--- config.mk ---
export PLATFORM = sky130hd
export DESIGN_NAME = id_stage
export DESIGN_NICKNAME = d
export VERILOG_FILES = /design/src/rtl/rv_pkg.sv /design/src/rtl/reg_file.sv /design/src/rtl/id_stage.sv
export SDC_FILE = /design/constraint.sdc
export NUM_CORES = 2
export LEC_CHECK = 0
export BUFFER_PORTS_ARGS = -buffer_cell sky130_fd_sc_hd__buf_2
export CAP_MARGIN = 20
export CORE_ASPECT_RATIO = 0.6
export CORE_MARGIN = 2
export CORE_UTILIZATION = 35
export DETAILED_ROUTE_END_ITERATION = 16
export PLACE_DENSITY = 0.61
export SYNTH_ARGS = -nofsm -noshare
export SYNTH_HDL_FRONTEND = slang
export SYNTH_HIERARCHICAL = 1
export SYNTH_SLANG_ARGS = --single-unit
export TNS_END_PERCENT = 1
--- constraint.sdc ---
create_clock -name clk -period 6.85 [get_ports clk]
set_input_delay 1.37 -clock clk [delete_from_list [all_inputs] [get_ports clk]]
set_output_delay 1.37 -clock clk [all_outputs]
set_load 0.02 [all_outputs]
--- src/rtl/rv_pkg.sv ---
// Shared RV32I definitions: widths, opcodes, control encodings and the
// immediate extender used by the decode stage.
package rv_pkg;

    localparam int XLEN  = 32;
    localparam int NREGS = 32;

    localparam logic [6:0] OP_LW  = 7'b0000011;
    localparam logic [6:0] OP_SW  = 7'b0100011;
    localparam logic [6:0] OP_R   = 7'b0110011;
    localparam logic [6:0] OP_I   = 7'b0010011;
    localparam logic [6:0] OP_BEQ = 7'b1100011;
    localparam logic [6:0] OP_JAL = 7'b1101111;

    typedef enum logic [2:0] {
        ALU_ADD = 3'b000,
        ALU_SUB = 3'b001,
        ALU_AND = 3'b010,
        ALU_OR  = 3'b011,
        ALU_SLT = 3'b101
    } alu_ctl_e;

    typedef enum logic [1:0] {
        RES_ALU = 2'b00,
        RES_MEM = 2'b01,
        RES_PC4 = 2'b10
    } result_src_e;

    // IMM_NONE covers R-type and unknown opcodes, which carry no immediate
    typedef enum logic [2:0] {
        IMM_NONE,
        IMM_I,
        IMM_S,
        IMM_B,
        IMM_J
    } imm_src_e;

    function automatic logic [XLEN-1:0] immExtend(input logic [XLEN-1:0] instr,
                                                  input imm_src_e src);
        case (src)
            IMM_I:   immExtend = {{20{instr[31]}}, instr[31:20]};
            IMM_S:   immExtend = {{20{instr[31]}}, instr[31:25], instr[11:7]};
            IMM_B:   immExtend = {{20{instr[31]}}, instr[7], instr[30:25], instr[11:8], 1'b0};
            IMM_J:   immExtend = {{12{instr[31]}}, instr[19:12], instr[20], instr[30:21], 1'b0};
            default: immExtend = '0;
        endcase
    endfunction

endpackage

--- src/rtl/reg_file.sv ---
// 32x32 register file: two combinational read ports with writeback bypass,
// one synchronous write port, synchronous clear; x0 is hardwired to zero.
module reg_file
    import rv_pkg::*;
(
    input  logic            clk,
    input  logic            rst,
    input  logic            we,
    input  logic [4:0]      wa,
    input  logic [XLEN-1:0] wd,
    input  logic [4:0]      ra1,
    input  logic [4:0]      ra2,
    output logic [XLEN-1:0] rd1,
    output logic [XLEN-1:0] rd2
);

    logic [XLEN-1:0] regs [1:NREGS-1];

    // Reset takes precedence over a writeback arriving on the same edge
    always_ff @(posedge clk) begin
        if (rst) begin
            for (int i = 1; i < NREGS; i++) begin
                regs[i] <= '0;
            end
        end else if (we && wa != 5'd0) begin
            regs[wa] <= wd;
        end
    end

    assign rd1 = (ra1 == 5'd0)         ? '0 :
                 (we && wa == ra1)     ? wd : regs[ra1];
    assign rd2 = (ra2 == 5'd0)         ? '0 :
                 (we && wa == ra2)     ? wd : regs[ra2];

endmodule

--- src/rtl/id_stage.sv ---
// RV32I decode stage: main/ALU decode, immediate extension, register read,
// and the ID/EX pipeline register with flush-to-bubble.
module id_stage
    import rv_pkg::*;
(
    input  logic            clk,
    input  logic            rst,
    input  logic [XLEN-1:0] InstrnD,
    input  logic [XLEN-1:0] PCD,
    input  logic [XLEN-1:0] PCplus4D,
    input  logic            FlushE,
    input  logic            RegWriteW,
    input  logic [4:0]      RdW,
    input  logic [XLEN-1:0] ResultW,
    output logic [XLEN-1:0] RD1E,
    output logic [XLEN-1:0] RD2E,
    output logic [XLEN-1:0] ImmExtE,
    output logic [XLEN-1:0] PCE,
    output logic [XLEN-1:0] PCplus4E,
    output logic [4:0]      Rs1E,
    output logic [4:0]      Rs2E,
    output logic [4:0]      RdE,
    output logic            RegWriteE,
    output logic [1:0]      ResultSrcE,
    output logic            MemWriteE,
    output logic            JumpE,
    output logic            BranchE,
    output logic [2:0]      ALUControlE,
    output logic            ALUSrcE
);

    logic [6:0]      opcode;
    logic [2:0]      funct3;
    logic [4:0]      rs1D, rs2D, rdD;
    logic [XLEN-1:0] rd1D, rd2D, immExtD;

    logic            regWriteD, memWriteD, jumpD, branchD, aluSrcD;
    logic            useFunct, forceSub;
    result_src_e     resultSrcD;
    imm_src_e        immSrcD;
    alu_ctl_e        aluCtlD;

    assign opcode = InstrnD[6:0];
    assign funct3 = InstrnD[14:12];
    assign rs1D   = InstrnD[19:15];
    assign rs2D   = InstrnD[24:20];
    assign rdD    = InstrnD[11:7];

    reg_file u_reg_file (
        .clk (clk),
        .rst (rst),
        .we  (RegWriteW),
        .wa  (RdW),
        .wd  (ResultW),
        .ra1 (rs1D),
        .ra2 (rs2D),
        .rd1 (rd1D),
        .rd2 (rd2D)
    );

    // Unknown opcodes fall through with every control bit low and no immediate
    always_comb begin
        regWriteD  = 1'b0;
        memWriteD  = 1'b0;
        jumpD      = 1'b0;
        branchD    = 1'b0;
        aluSrcD    = 1'b0;
        useFunct   = 1'b0;
        forceSub   = 1'b0;
        resultSrcD = RES_ALU;
        immSrcD    = IMM_NONE;
        case (opcode)
            OP_LW:  begin regWriteD = 1'b1; resultSrcD = RES_MEM; aluSrcD = 1'b1; immSrcD = IMM_I; end
            OP_SW:  begin memWriteD = 1'b1; aluSrcD = 1'b1; immSrcD = IMM_S; end
            OP_R:   begin regWriteD = 1'b1; useFunct = 1'b1; end
            OP_I:   begin regWriteD = 1'b1; aluSrcD = 1'b1; immSrcD = IMM_I; useFunct = 1'b1; end
            OP_BEQ: begin branchD = 1'b1; immSrcD = IMM_B; forceSub = 1'b1; end
            OP_JAL: begin regWriteD = 1'b1; jumpD = 1'b1; resultSrcD = RES_PC4; immSrcD = IMM_J; end
            default: ;
        endcase
    end

    // funct7[5] selects sub only for register-register ops; addi ignores it
    always_comb begin
        aluCtlD = ALU_ADD;
        if (forceSub) begin
            aluCtlD = ALU_SUB;
        end else if (useFunct) begin
            case (funct3)
                3'b000:  aluCtlD = (opcode == OP_R && InstrnD[30]) ? ALU_SUB : ALU_ADD;
                3'b010:  aluCtlD = ALU_SLT;
                3'b110:  aluCtlD = ALU_OR;
                3'b111:  aluCtlD = ALU_AND;
                default: aluCtlD = ALU_ADD;
            endcase
        end
    end

    assign immExtD = immExtend(InstrnD, immSrcD);

    // Reset and flush both turn the ID/EX register into an all-zero bubble
    always_ff @(posedge clk) begin
        if (rst || FlushE) begin
            RD1E        <= '0;
            RD2E        <= '0;
            ImmExtE     <= '0;
            PCE         <= '0;
            PCplus4E    <= '0;
            Rs1E        <= '0;
            Rs2E        <= '0;
            RdE         <= '0;
            RegWriteE   <= 1'b0;
            ResultSrcE  <= '0;
            MemWriteE   <= 1'b0;
            JumpE       <= 1'b0;
            BranchE     <= 1'b0;
            ALUControlE <= '0;
            ALUSrcE     <= 1'b0;
        end else begin
            RD1E        <= rd1D;
            RD2E        <= rd2D;
            ImmExtE     <= immExtD;
            PCE         <= PCD;
            PCplus4E    <= PCplus4D;
            Rs1E        <= rs1D;
            Rs2E        <= rs2D;
            RdE         <= rdD;
            RegWriteE   <= regWriteD;
            ResultSrcE  <= resultSrcD;
            MemWriteE   <= memWriteD;
            JumpE       <= jumpD;
            BranchE     <= branchD;
            ALUControlE <= aluCtlD;
            ALUSrcE     <= aluSrcD;
        end
    end

endmodule

==> results.cfg <==
[yosys]
synth_cell_type_count = 68
ys_seq_elements = 1198
synthArstFlopShare = 0
yosys.area.top_type = edfxtp_1
synth_area_per_cell_um2 = 14.4
synth-edff-count = 1024
yosysWarnings = 6
netlist_instances = 4170
syn_area_um2 = 59900
synth-main-ff-cell = edfxtp_1
synth.area.top_cells = edfxtp_1, mux4_2, and2_1
yosysTopAreaCellShare = 0.513
seq_area_frac_synth = 0.571

[setup_path]
timing.rr.start = u_reg_file/regs[13][31]
critPathLaunch = RegWriteW
cp-end-kind = register
reg2reg_slack_ns = 4.09
crit_family = simple AND/OR/NAND/NOR gates
r2r_cells = 6
start_kind = input port
crit_fanout = 33
critPathKind = in2reg
required_ns = 7.20
reg2reg_to = RD2E[31]
cp.arrival_ns = 4.32
crit_buf_inv = 1
crit_chain = buf_2, nand2b_1, or3_1, nor2_4, or2_2
cpMaxStageDelayCell = or2_2
max_stage_delay_ns = 1.00

[detailed_routing]
drt_wl_total_mm = 230
route.detailed.drc = 0
firstDrtPassIters = 6
routedWlPerCell_um = 34.5
num_vias = 40900
final_antenna_net_count = 0
dr.first_iter.drc_count = 7392
viasPerCell = 6.13

[power]
p_leak_nw = 24.4
p_int_mw = 12.7
power_frac_seq = 0.496
powerDensity_nw_per_um2 = 254
switching_share = 0.260
p_sw_mw = 4.47
irDropWorstVdd_uv = 203
combPwrFrac = 0.118
p_total_mw = 17.2
clkPwrFrac = 0.385

[cts]
ctsHoldBuffers = 0
clock-sinks = 1198
clk_latency_ns = 0.75
clockRootBuffer = clkbuf_16
post-cts-setup-buffer-count = 0
clockBufferDepth = 3
path_clk_slew_ns = 0.06
htreeDepth = 3
cts_tree = done
post_cts_resized = 0
cts-buffers-inserted = 112

[grt]
antenna_found_initial = 34
grt_pass1_wl_mm = 316
grt_util_all_layers = 0.257
grt_pass1_vias = 38400
busiest_layer = met1
gr-total-overflow = 0
use_met3 = 0.102
use_met1 = 0.378
use_met2 = 0.344
grt_max_degree = 86

[floorplanning]
die_y_um = 324
core_area_um2 = 170000
ios = 322
start_util = 0.353
rows = 117
die-area_um2 = 175000
die_w_um = 538

[place]
place_congestion = 0.913
port_buffers = 321
hpwl_mm = 140
dpl_worst_slack_ns = 2.17

[cells_and_area]
area.growth.synth_to_final_pct = 13.0
mostFrequentLayoutCell = and2_1
drive_above_1_share = 0.253
final_cell_mix = and2_1, edfxtp_1, mux4_2
fillerInstances = 15600
layout.nets = 4434

[sta]
fmax_mhz = 252
hold_violations = 0
slew_viol_final = 0
relSlewSlack = 0.207
rsz0062_at_grt = false
timing.hold.ws_ns = 0.846
setup_viol = 0
worstMarginPinSlew_ns = 1.19
setup_ws_ns = 2.88
fin_crit_sh = 0.580
tns_ns = 0
finalCriticalPeriod_ns = 3.97
finalClockSkew_ns = 0.0417

[min_path]
hold_end = PCE[31]
hold_class = in2reg
worstHoldStart = PCD[31]
hold_depth = 2

[flow_run]
cap_violations = 0

[status]
status = finished clean
[state kept, by name (all words and copies together) (netlist names), 2 cells and up]
signal and cells:
RD1E 32, Rs2E 5, u_reg_file/regs 1024, Rs1E 5
RD2E 32, ResultSrcE 2, RdE 5, ImmExtE 21
PCplus4E 32, ALUControlE 3, PCE 32
[per-layer routing]
layer / vias to the layer above / part of all wire
li1: 16100 / -
met5: - / 0.00026
met3: 387 / 0.16
met1: 21100 / 0.40
met2: 3278 / 0.41
met4: 10 / 0.029
[cell usage after synthesis, drive strengths merged, types with 13 or more instances]
master and count:
clkbuf 318, a221o 13, a22oi 133, or2 34, o221ai 42, o22ai 41
nor2 50, nand2 41, o221a 18, a221oi 13, a211oi 14, edfxtp 1024
dfxtp 174, nand3 21, mux4 388, a2111oi 25, mux2i 281, a22o 60
and2 1140, a21oi 81, buf 132
[kinds of logic (layout without fill, tap and decap cells)]
| family | Yosys count | in the layout | share of synthesized area |
|---|---|---|---|
| AND/OR/NAND/NOR | 1326 | 1326 | 0.135 |
| flip-flops | 1198 | 1198 | 0.571 |
| multiplexers | 674 | 674 | 0.194 |
| AO/OA/AOI/OAI | 499 | 499 | 0.0642 |
| buffers and inverters | 462 | 652 | 0.0340 |
| XOR/XNOR | 10 | 10 | 0.00146 |
| other | 1 | 50 | 0.0000626 |
[area by class of cell]
type,instances,area (um2),area share
Sequential cell,1198,34200,0.506
Multi-Input combinational cell,2541,24100,0.356
Clock buffer,151,3100,0.0458
Tap cell,2261,2830,0.0418
Timing Repair Buffer,432,2700,0.0399
Clock inverter,57,658,0.00972
Inverter,12,45.0,0.000665
Antenna cell,18,45.0,0.000665
[worst register-to-register path: stages, from the launching register on]
cell and delay (ns):
edfxtp_1 0.45, mux4_2 0.49, a22o_1 0.29, a2111oi_0 0.95, a21oi_1 0.12, a22o_1 0.25
and2_1 0.13
[worst max path at each step]
stage	end	slack, ns	cells after the start
floorplan	RD2E[10]	3.47	10
global placement	RD2E[1]	2.19	7
detailed placement	RD2E[14]	2.17	8
CTS	RD2E[14]	2.95	8
global route	RD2E[14]	2.82	8
finish	u_reg_file/regs[20][17]	2.88	5
[through the flow]
step           instances  instance area (um2)  utilization
3_5_place_dp        6442                63900        0.376
4_1_cts             6650                67600        0.398
6_report            6670                67700        0.399
2_1_floorplan       4201                60000            -
3_3_place_gp        6437                63700        0.375
5_1_grt             6657                67700        0.399
[power by group through the flow]
stage	Combinational [mW]	Clock, mW	Sequential (mW)
finish	2.03	6.63	8.54
global route	2.08	6.97	8.56
CTS	1.97	6.69	8.52
detailed placement	1.97	0	8.67
global placement	1.95	0	8.66
floorplan	1.16	0	8.61
Note: power is estimated with default switching activity, not from simulation.
